===== src/rtl/dual_issue_top.sv =====
// Minimal in-order dual-issue RV32I core: two-wide fetch from an internal store,
// two parallel ALUs and a shared 32x32 register file; dependent pairs issue singly.
`timescale 1ns/1ps

module dual_issue_top #(
  parameter int unsigned DEPTH     = 16,
  parameter string       INIT_FILE = "",
  parameter int unsigned LED_REG   = 3
) (
  input  logic       clk,
  input  logic       rst_pin,
  output logic [7:0] led
);
  localparam int unsigned PC_W    = $clog2(DEPTH + 2);
  localparam int unsigned AW      = (DEPTH > 1) ? $clog2(DEPTH) : 1;
  localparam logic [31:0] NOP     = 32'h0000_0013;
  localparam logic [6:0]  OPC_OP  = 7'h33;
  localparam logic [6:0]  OPC_IMM = 7'h13;
  localparam logic [6:0]  OPC_LUI = 7'h37;

  logic [PC_W-1:0] pc;
  logic [31:0]     instruction0, instruction1;
  logic [31:0]     ALU_result1, ALU_result2;
  logic            freeze1, freeze2;
  logic            datapath_1_enable, datapath_2_enable;
  logic [31:0]     a1, r2_1, b1, a2, r2_2, b2;
  logic [4:0]      rd0, rd1;
  logic            wr0, raw, waw;
  logic            we0, we1;

  function automatic logic [31:0] default_word(input int unsigned idx);
    case (idx)
      0:       return 32'h0050_0093;
      1:       return 32'h0030_0113;
      2:       return 32'h0020_81B3;
      3:       return 32'h4020_8233;
      default: return NOP;
    endcase
  endfunction

  function automatic logic writes_rd(input logic [6:0] opc);
    return (opc == OPC_OP) || (opc == OPC_IMM) || (opc == OPC_LUI);
  endfunction

  function automatic logic reads_rs1(input logic [6:0] opc);
    return (opc == OPC_OP) || (opc == OPC_IMM);
  endfunction

  function automatic logic [31:0] alu(input logic [6:0]  opc,
                                      input logic [2:0]  f3,
                                      input logic        alt,
                                      input logic [31:0] a,
                                      input logic [31:0] b,
                                      input logic [31:0] upper);
    logic [31:0] res;
    res = '0;
    if (opc == OPC_LUI) begin
      res = upper;
    end else if (opc == OPC_OP || opc == OPC_IMM) begin
      case (f3)
        3'd0:    res = (opc == OPC_OP && alt) ? a - b : a + b;
        3'd1:    res = a << b[4:0];
        3'd2:    res = {31'd0, $signed(a) < $signed(b)};
        3'd3:    res = {31'd0, a < b};
        3'd4:    res = a ^ b;
        3'd5:    res = alt ? $unsigned($signed(a) >>> b[4:0]) : a >> b[4:0];
        3'd6:    res = a | b;
        default: res = a & b;
      endcase
    end
    return res;
  endfunction

  // Instruction store; contents survive reset, the slot-1 fetch pads with nop past the end.
  if (1) begin : cache_inst
    logic [31:0] ins [0:DEPTH-1];

    initial begin
      for (int unsigned i = 0; i < DEPTH; i++) ins[i] = default_word(i);
    end

    always_comb begin
      instruction0 = NOP;
      instruction1 = NOP;
      if (32'(pc) < DEPTH)      instruction0 = ins[AW'(pc)];
      if (32'(pc) + 1 < DEPTH)  instruction1 = ins[AW'(pc + PC_W'(1))];
    end
  end

  // Register file: two combinational read pairs, two write ports, x0 hardwired to zero.
  if (1) begin : reg_file_inst
    logic [31:0] registers [0:31];

    always_ff @(posedge clk or negedge rst_pin) begin
      if (!rst_pin) begin
        for (int i = 0; i < 32; i++) registers[i] <= '0;
      end else begin
        if (we0 && rd0 != 5'd0) registers[rd0] <= ALU_result1;
        if (we1 && rd1 != 5'd0) registers[rd1] <= ALU_result2;
      end
    end

    assign a1   = (instruction0[19:15] == 5'd0) ? '0 : registers[instruction0[19:15]];
    assign r2_1 = (instruction0[24:20] == 5'd0) ? '0 : registers[instruction0[24:20]];
    assign a2   = (instruction1[19:15] == 5'd0) ? '0 : registers[instruction1[19:15]];
    assign r2_2 = (instruction1[24:20] == 5'd0) ? '0 : registers[instruction1[24:20]];
    assign led  = registers[5'(LED_REG)][7:0];
  end

  // Execute both slots from the same pre-issue register state; no intra-pair forwarding.
  always_comb begin
    b1 = (instruction0[6:0] == OPC_OP) ? r2_1 : {{20{instruction0[31]}}, instruction0[31:20]};
    b2 = (instruction1[6:0] == OPC_OP) ? r2_2 : {{20{instruction1[31]}}, instruction1[31:20]};
    ALU_result1 = alu(instruction0[6:0], instruction0[14:12], instruction0[30], a1, b1,
                      {instruction0[31:12], 12'h000});
    ALU_result2 = alu(instruction1[6:0], instruction1[14:12], instruction1[30], a2, b2,
                      {instruction1[31:12], 12'h000});
  end

  // Pair hazard detection and halt.
  always_comb begin
    rd0     = instruction0[11:7];
    rd1     = instruction1[11:7];
    wr0     = writes_rd(instruction0[6:0]) && (rd0 != 5'd0);
    raw     = (reads_rs1(instruction1[6:0]) && (instruction1[19:15] == rd0)) ||
              ((instruction1[6:0] == OPC_OP) && (instruction1[24:20] == rd0));
    waw     = writes_rd(instruction1[6:0]) && (rd1 == rd0);
    freeze1 = (32'(pc) >= DEPTH);
    freeze2 = freeze1 || (wr0 && (raw || waw));
  end

  assign datapath_1_enable = !freeze1;
  assign datapath_2_enable = !freeze2;
  assign we0 = datapath_1_enable && writes_rd(instruction0[6:0]);
  assign we1 = datapath_2_enable && writes_rd(instruction1[6:0]);

  always_ff @(posedge clk or negedge rst_pin) begin
    if (!rst_pin) begin
      pc <= '0;
    end else if (datapath_2_enable) begin
      pc <= pc + PC_W'(2);
    end else if (datapath_1_enable) begin
      pc <= pc + PC_W'(1);
    end
  end

endmodule


===== config.mk =====
export PLATFORM = sky130hd
export DESIGN_NAME = dual_issue_top
export DESIGN_NICKNAME = d
export VERILOG_FILES = /design/src/rtl/dual_issue_top.sv
export SDC_FILE = /design/constraint.sdc
export NUM_CORES = 1
export LEC_CHECK = 0
export ABC_AREA = 1
export BUFFER_PORTS_ARGS = -buffer_cell sky130_fd_sc_hd__buf_2
export CAP_MARGIN = 25
export CORE_ASPECT_RATIO = 0.6
export CORE_UTILIZATION = 59
export DETAILED_ROUTE_END_ITERATION = 16
export PLACE_DENSITY = 0.86
export SYNTH_ARGS = -nofsm -noshare
export SYNTH_HDL_FRONTEND = slang
export SYNTH_SLANG_ARGS = --single-unit

===== constraint.sdc =====
create_clock -name clk -period 5.2 [get_ports clk]
set_input_delay 0.78 -clock clk [delete_from_list [all_inputs] [get_ports clk]]
set_output_delay 0.78 -clock clk [all_outputs]
set_load 0.05 [all_outputs]

Yosys cells after proc, flatten, opt, wreduce, memory -nomap -nowiden. Memories as Yosys holds them, arrays and structs flattened. Index checks and enable logic that the tools add are counted.

Add/subtract/negate cells: 7. Magnitude comparators: 15. Equal/unequal tests: 22. Shift operators: 6. Muxes and demuxes: 40. Bitwise operators: 12. Reductions and logical operators: 30.

Operators by type and width (count): $bwmux 1024 (2); $mux 1024 (2); $mux 32 (26); $bmux 32 s5 (4); $pmux 32 s7 (2); $demux 32 s5 (2); $lt 32x32->1 (4); $add 32x32->32 (2); $and 32x32->32 (2); $or 32x32->32 (2); $shl 32x5->32 (2); $shr 32x5->32 (2); $sshr 32x5->32 (2); $sub 32x32->32 (2); $xor 32x32->32 (2); $ge 6x6->1 const B (6); $not 5->6 (6); $eq 7x6->1 const B (4); $logic_not 5->1 (4); $eq 3x3->1 const B (6); $eq 5x5->1 (3); $eq 7x5->1 const B (2); $logic_and 1x1->1 (13); $eq 3x2->1 const B (4); 14 further kinds (26).

Register bits: 1029. Bits in read-only memories: 144. Input bits: 2. Memories kept: 1.

Memories: cache_inst.ins (words 16, bits a word 9, rd ports 2, clocked after memory_dff 0, write ports 0, RTL line 76) `logic [31:0] ins [0:DEPTH-1];`.

Logic depth before layout (Yosys ltp). Gate-level depths: netlist of run 1.

Word-level depth: 17. Mapped depth: 31.

Worst setup path before layout of run 1. No wires, ideal clock.

Path type: flip-flop to flip-flop. Start: register pc[0]. End: register reg_file_inst.registers[870] (netlist name). Data arrival time: 4.004 ns. Data required time: 5.117 ns. Path slack: 1.113 ns. Cell stages (with the launch flop): 23. Path buffers: 1. Period minus slack after synthesis: 4.087 ns. Path through: dfrtp_1 -> ha_1 -> inv_1 -> ha_1 -> nor2_1 -> nand2_4 -> nor2_8 -> buf_6 -> nand3_1 -> a21oi_2 -> a21oi_2 -> ha_1 -> or2_2 -> xor2_1 -> inv_1 -> ha_1 -> a31oi_1 -> nor2_1 -> o21ai_0 -> nand2_1 -> xor2_1 -> inv_1 -> o21ai_0.

Longest elaborated chain between the ends: 17. Elaborated cells between the ends (all ways): 107. Those cells by class: add/sub (6); order compare (7); eq/ne (9); shift (6); mux (38); bitwise (12); reduce/logical (28); memory (1).

RTL lines: start, declared (RTL line 21) `logic [PC_W-1:0] pc;`; start signal, assigned (RTL line 141) `pc <= pc + PC_W'(2);`; start signal, assigned (RTL line 143) `pc <= pc + PC_W'(1);`; parallel branches: the longest is 16 deep, another holds $add 32x32->32; $mux 1024 * (RTL line 99) `if (we1 && rd1 != 5'd0) registers[rd1] <= ALU_result2;`; end signal, assigned by index (RTL line 98) `if (we0 && rd0 != 5'd0) registers[rd0] <= ALU_result1;`; end signal, assigned by index (RTL line 99); end, declared (RTL line 92) `logic [31:0] registers [0:31];`.

Every way passes the cells marked *. The select of a mux whose other input is x is not followed. A chain may end at the register's enable or synchronous reset.

Worst setup path in the final report of run 1.
Start: register pc[0]. End: register reg_file_inst.registers[775] (netlist name).

The elaborated chain is that of the path after synthesis.

==> flow_metrics.env, run 1 <==
export IMPL_status="finished clean"
export IMPL_regToRegStartpoint="pc[0]"
export IMPL_initial_core_util=0.6200
export IMPL_yosys_area_share_simple=0.3273
export IMPL_grt_max_degree=62
export IMPL_path_class="flop to flop"
export IMPL_dr_pass1_iters=9
export IMPL_via_per_inst=6.097
export IMPL_crit_cells=26
export IMPL_fin_cells=1013
export IMPL_p_sw_frac=0.2260
export IMPL_vias=6176
export IMPL_worstPathMaxFanout=16
export IMPL_fin_util=0.6640
export IMPL_cts_tree="yes"
export IMPL_synth_nets=906
export IMPL_ant_nets=0
export IMPL_combPwrFrac=0.009
export IMPL_netlist_area_mm2=0.005781
export IMPL_insertion_delay_ns=0.34
export IMPL_timing_fmax_mhz=209.4
export IMPL_crit_arrival_ns=5.04
export IMPL_fp_dieW_um=129.8
export IMPL_synthFlopType="dfrtp_1"
export IMPL_max_slew_margin=0.4405
export IMPL_wl_per_cell_um=19.18
export IMPL_cts_setup_buffers=0
export IMPL_overflow=0
export IMPL_async_flop_share=1.000
export IMPL_antenna_found_initial=0
export IMPL_numPlacedInstances=997
export IMPL_drc=0
export IMPL_num_antenna_cells=0
export IMPL_fin_area_mm2=0.006191
export IMPL_fin_tns_setup_ns=0
export IMPL_finalSetupViolCount=0
export IMPL_crit_required_ns=5.47
export IMPL_cp_startpoint="pc[0]"
export IMPL_cts_path_max_buffers=2
export IMPL_die_h_um=78.67
export IMPL_dieArea_mm2=0.01021
export IMPL_internal_power_w=0.0008456
export IMPL_rsz0062_at_grt="false"
export IMPL_timing_final_crit_share=0.9183
export IMPL_cts_buffers=9
export IMPL_synth_compound_area_share=0.1838
export IMPL_synth_top_area_share=0.2641
export IMPL_drt_iter0_markers=835
export IMPL_pwr_share_clk=0.556
export IMPL_core_rowCount=27
export IMPL_numClockSinks=61
export IMPL_ys_seq_area_frac=0.2641
export IMPL_synth_seq_cells=61
export IMPL_postSynthAreaPerCell_um2=6.599
export IMPL_cp_top_family="simple AND/OR/NAND/NOR gates"
export IMPL_grt_total_usage=0.4097
export IMPL_yosysWarnings=0
export IMPL_netlist_instances=876
export IMPL_areaGrowthSynthToFinish_pct=7.100
export IMPL_dpl_hpwl_mm=14.77
export IMPL_synth_edff_count=0
export IMPL_cts_root_buf="clkbuf_16"
export IMPL_seqPwrFrac=0.435
export IMPL_yosysTopAreaCell="dfrtp_1"
export IMPL_htreeDepth=3
export IMPL_powerDensity_mw_per_mm2=176.5
export IMPL_p_leak_nw=2.941
export IMPL_worstMarginPinSlew_ns=0.8361
export IMPL_worstHoldStart="reg_file_inst.registers[931]"
export IMPL_slew_violations=0
export IMPL_synthTopCellsByArea="dfrtp_1, nand2_1, inv_1"
export IMPL_io_pins=10
export IMPL_placed_cell_area_mm2=0.005888
export IMPL_portBuffers=9
export IMPL_critical_path_endpoint_type="flop"
export IMPL_switchingPower_w=0.0002469
export IMPL_cp_buffers_inverters=5
export IMPL_drive_above_1_share=0.1053
export IMPL_finalClockSkew_ns=0.004669
export IMPL_synthXorXnorAreaFrac=0.03788
export IMPL_place_congestion=1.041
export IMPL_finalWirelength_mm=19.43
export IMPL_ff2ff_path_depth=26
export IMPL_critPathSlowestCell="dfrtp_1"
export IMPL_synth_mux_area_frac=0
export IMPL_synth_top_family_by_area="simple AND/OR/NAND/NOR gates"
export IMPL_yosys_area_share_adder=0.06320
export IMPL_cp_start_kind="flop"
export IMPL_nets=908
export IMPL_hold_path_class="flop to flop"
export IMPL_core_mm2=0.009324
export IMPL_hold_viol=0
export IMPL_grt_pass1_wl_mm=30.70
export IMPL_min_path_cells=2
export IMPL_critPathMaxStageDelay_ns=0.49
export IMPL_irDropWorstVdd_uv=147.9
export IMPL_fin_crit_ns=4.775
export IMPL_maxCapViolations=0
export IMPL_synth_distinct_cells=41
export IMPL_path_clk_slew_ns=0.05
export IMPL_grt_pass1_vias=5683
==> path summary, 6_finish.rpt <==
path | end | slack (ns)
worst max-delay path | reg_file_inst.registers[775] | 0.43
min in group asynchronous | reg_file_inst.registers[965] | 0.61
max in group asynchronous | reg_file_inst.registers[834] | 4.04
worst min register to register | reg_file_inst.registers[931] | 0.55
worst min-delay path | reg_file_inst.registers[931] | 0.55
worst max register to register | reg_file_inst.registers[775] | 0.43
==> cell families after synthesis <==
| family | after synthesis |
|---|---|
| DFF | 61 |
| xor gates and xnor gates | 25 |
| and+or+nand+nor | 418 |
| AOI/OAI and AO/OA | 176 |
| buffers and inverters | 168 |
| adders and majority gates | 28 |
==> cell type report <==
| class | instances | area [um2] |
|---|---|---|
| Sequential cell | 61 | 1526 |
| Timing Repair Buffer | 23 | 150.1 |
| Multi-Input combinational cell | 647 | 3548 |
| Fill cell | 870 | 3133 |
| Clock buffer | 10 | 229.0 |
| Tap cell | 130 | 162.7 |
| Inverter | 136 | 510.5 |
| Clock inverter | 6 | 63.81 |
==> stage by stage <==
| stage | power [W] | worst slack, ns | hold slack (ns) |
|---|---|---|---|
| after global placement | 0.0004942 | 0.6191 | 0.5222 |
| after floorplan | 0.0004835 | 1.113 | 0.4844 |
| after global routing | 0.001111 | 0.04809 | 0.5800 |
| final | 0.001093 | 0.4251 | 0.5461 |
| after CTS | 0.001087 | 0.3947 | 0.5431 |
| after detailed placement | 0.0004942 | 0.4444 | 0.5256 |
==> sequential cells by signal, summed over array words and instances, names as in the netlist <==
| signal | flops |
|---|---|
| pc | 5 |
| reg_file_inst.registers | 48 |
| led | 8 |
==> timing repair <==
item	CTS	global route
setup endpoints to repair	0	12
gates resized for setup	0	2
hold buffers	0	0
==> power groups by stage <==
stage / Sequential (W) / Combinational [W] / Clock [W]
after floorplan: 0.000483 / 0.00000000199 / 0
after detailed placement: 0.000483 / 0.0000108 / 0
final: 0.000475 / 0.0000102 / 0.000607
after CTS: 0.000475 / 0.0000108 / 0.000601
after global routing: 0.000475 / 0.0000121 / 0.000624
after global placement: 0.000483 / 0.0000109 / 0
==> layer usage <==
metal | routed length, um | track usage | vias to the layer above
met2 | 7384 | 0.5524 | 449
met3 | 3592 | 0.2120 | 76
li1 | - | - | 2828
met5 | 72 | 0.05882 | -
met1 | 7776 | 0.5525 | 2821
met4 | 606 | 0.1221 | 2
==> Yosys cell counts (3+ instances only) <==
cell type,count
nand2_1,242
nand3_2,5
nand2_2,9
o21ai_1,13
buf_2,8
o211ai_2,3
ha_1,26
xor2_1,16
nand3_1,65
nand2_4,6
nor2_8,3
nor3_1,3
nor2_2,4
o211ai_1,44
buf_6,3
xnor2_1,9
nand3b_1,3
inv_2,7
inv_1,127
clkbuf_1,9
buf_4,11
a21oi_2,6
nand4_1,6
o21ai_0,75
or2_2,4
a31oi_1,5
nor2_1,64
o21ai_2,3
a21oi_1,23
dfrtp_1,61
==> layout by cell type, fill, tap and decap left out, drive strengths merged, types with 7 or more instances in the layout <==
cell,Yosys,layout
nand2,257,257
inv,134,134
o21ai,91,91
nor2,71,71
nand3,70,70
dfrtp,61,61
o211ai,47,47
a21oi,29,29
ha,26,26
buf,23,23
xor2,16,16
clkbuf,9,10
xnor2,9,9
nand4,7,7
==> worst min-delay path: cells and delay by family (launching register included) <==
family	cells	cell delay, ns
AO/OA/AOI/OAI	2	0.17
flip-flops	1	0.34
Power figures use the tool's default switching activity.
==> inputs of run 2 (changes only) <==
--- a/config.mk
+++ b/config.mk
@@ -8,10 +8,13 @@
 export ABC_AREA = 1
 export BUFFER_PORTS_ARGS = -buffer_cell sky130_fd_sc_hd__buf_2
 export CAP_MARGIN = 25
+export CELL_PAD_IN_SITES_DETAIL_PLACEMENT = 1
+export CELL_PAD_IN_SITES_GLOBAL_PLACEMENT = 1
 export CORE_ASPECT_RATIO = 0.6
-export CORE_UTILIZATION = 59
+export CORE_UTILIZATION = 46
 export DETAILED_ROUTE_END_ITERATION = 16
-export PLACE_DENSITY = 0.86
+export GPL_ROUTABILITY_DRIVEN = 0
+export PLACE_DENSITY = 0.91
 export SYNTH_ARGS = -nofsm -noshare
 export SYNTH_HDL_FRONTEND = slang
 export SYNTH_SLANG_ARGS = --single-unit
==> run 2 against run 1 <==
Sequential power about the same; clock skew grew 0.0072 ns; power increased by 2.3%; highest routed layer is now met4; hold slack improved by 0.0091 ns.
==> flow_metrics.env, run 2 (synthesis results as in run 1) <==
export IMPL_status="finished clean"
export IMPL_gr_usage_met2=0.5704
export IMPL_ctsHoldBuffers=0
export IMPL_die_h_um=88.83
export IMPL_initial_core_util=0.4761
export IMPL_fin_crit_ns=4.839
export IMPL_cts_root_buf="clkbuf_16"
export IMPL_core_rowCount=31
export IMPL_worstPathMaxFanout=11
export IMPL_drt_iter0_markers=784
export IMPL_antenna_found_initial=1
export IMPL_irDropWorstVdd_uv=135.9
export IMPL_critical_path_endpoint_type="flop"
export IMPL_io_pins=10
export IMPL_switchingPower_w=0.0002713
export IMPL_finalClockSkew_ns=0.01188
export IMPL_r2r_slack_ns=0.36
export IMPL_crit_arrival_ns=5.11
export IMPL_timing_fmax_mhz=206.6
export IMPL_finalWirelength_mm=24.91
export IMPL_fin_cells=1053
export IMPL_via_per_inst=6.258
export IMPL_numPlacedInstances=1032
export IMPL_final_common_cell="nand2_1"
export IMPL_multiInputGateArea_mm2=0.003560
export IMPL_final_seq_area_mm2=0.001526
export IMPL_busiest_layer="met2"
export IMPL_pwr_share_clk=0.565
export IMPL_p_sw_frac=0.2428
export IMPL_finalSetupViolCount=0
export IMPL_ff2ff_path_depth=25
export IMPL_max_slew_margin=0.3602
export IMPL_grt_util_met1=0.5343
export IMPL_portBuffers=9
export IMPL_nets=912
export IMPL_grt_pass1_vias=6431
export IMPL_path_class="flop to flop"
export IMPL_p_leak_nw=2.957
export IMPL_cts_buffers=9
export IMPL_crit_required_ns=5.47
export IMPL_regToRegStartpoint="pc[1]"
export IMPL_regMostFlops="reg_file_inst.registers"
export IMPL_path_clk_slew_ns=0.06
export IMPL_grt_total_usage=0.3957
export IMPL_grt_max_degree=62
export IMPL_worstHoldStart="reg_file_inst.registers[803]"
export IMPL_internal_power_w=0.0008463
export IMPL_drive_above_1_share=0.1094
export IMPL_dr_pass1_iters=5
export IMPL_fillers=1640
export IMPL_worstMarginPinSlew_ns=0.9562
export IMPL_dpl_hpwl_mm=18.03
export IMPL_rr_endpoint="reg_file_inst.registers[839]"
export IMPL_fp_dieW_um=146.7
export IMPL_powerDensity_mw_per_mm2=178.2
export IMPL_wl_per_cell_um=23.66
export IMPL_maxCapViolations=0
export IMPL_dieArea_mm2=0.01303
export IMPL_drc=0
export IMPL_insertion_delay_ns=0.35
export IMPL_cts_tree="yes"
export IMPL_hold_path_class="flop to flop"
export IMPL_min_path_cells=2
export IMPL_numClockSinks=61
export IMPL_grt_pass1_wl_mm=37.77
export IMPL_fin_tns_setup_ns=0
export IMPL_combPwrFrac=0.010
export IMPL_areaGrowthSynthToFinish_pct=8.485
export IMPL_ant_nets=0
export IMPL_vias=6590
export IMPL_seqPwrFrac=0.425
export IMPL_slew_violations=0
export IMPL_largest_register_ffs=48
export IMPL_htreeDepth=3
export IMPL_grt_met3_usage=0.1454
export IMPL_core_mm2=0.01214
export IMPL_hold_viol=0
export IMPL_cp_start_kind="flop"
export IMPL_timing_final_crit_share=0.9306
export IMPL_overflow=0
export IMPL_layout_common_cells="nand2_1, inv_1, o21ai_0, nand3_1, nor2_1"
export IMPL_min_to="reg_file_inst.registers[803]"
export IMPL_cts_path_max_buffers=2
export IMPL_rsz0062_at_grt="false"
[run 2: per-stage QoR]
| stage | hold slack, ns | total power [W] | worst slack [ns] | utilization | instance area, um2 |
|---|---|---|---|---|---|
| finish | 0.5553 | 0.001118 | 0.3608 | 0.5165 | 6271 |
| global route | 0.5947 | 0.001126 | 0.06504 | 0.5163 | 6269 |
| CTS | 0.5536 | 0.001108 | 0.2515 | 0.5127 | 6225 |
| detailed placement | 0.5346 | 0.0004948 | 0.2791 | 0.4886 | 5932 |
| global placement | 0.5246 | 0.0004944 | 0.5371 | 0.4886 | 5932 |
| floorplan | 0.4844 | 0.0004835 | 1.113 | - | 5781 |
[run 2: critical path: stages (launching register included)]
cell and delay, ns:
dfrtp_1 0.50, ha_1 0.25, inv_1 0.08, ha_1 0.37, nor2_1 0.28, nand4_1 0.17
buf_4 0.22, inv_1 0.21, nand3_1 0.15, a21oi_2 0.25, ha_1 0.21, nand2_1 0.09
o21ai_0 0.23, xnor2_1 0.17, inv_1 0.08, ha_1 0.37, nand2_1 0.11, inv_1 0.07
nand4_1 0.09, o211ai_1 0.12, nand4_1 0.12, nand2_1 0.15, inv_1 0.07, nand2_2 0.14
nand3_1 0.11, nand2_1 0.12
[run 2: area by class of cell]
class / count / area share
inverter: 136 / 0.08140
antenna: 1 / 0.0003990
timing repair buffer: 26 / 0.02753
tap: 165 / 0.03292
clock inverter: 6 / 0.01018
multi-input combinational: 648 / 0.5676
sequential: 61 / 0.2434
clock buffer: 10 / 0.03651
[run 2: worst max path at each step]
stage                     startpoint                      endpoint  slack, ns  cells past startpoint
final                          pc[1]  reg_file_inst.registers[839]       0.36                     25
after global routing           pc[1]  reg_file_inst.registers[870]       0.07                     23
after CTS                      pc[1]  reg_file_inst.registers[870]       0.25                     21
after detailed placement       pc[1]                        led[6]       0.28                     21
after global placement         pc[0]  reg_file_inst.registers[870]       0.54                     23
after floorplan                pc[0]  reg_file_inst.registers[870]       1.11                     22
[run 2: repair_timing]
item                                    CTS  global route
resized for setup                         0             2
endpoints found under the setup margin    0            21
buffers inserted                          0             3
[run 2: power by group through the flow]
stage / logic [W] / clock network (W) / registers [W]
finish: 0.0000111 / 0.000632 / 0.000475
global route: 0.0000128 / 0.000639 / 0.000474
CTS: 0.0000117 / 0.000621 / 0.000475
detailed placement: 0.0000115 / 0 / 0.000483
global placement: 0.0000110 / 0 / 0.000483
floorplan: 0.00000000199 / 0 / 0.000483
[run 2: routing by layer]
metal	routed length, um	vias up	share of wire
met5	0	-	0
met4	991	0	0.040
met3	3650	99	0.15
met2	9845	478	0.40
met1	10420	3172	0.42
li1	-	2841	-
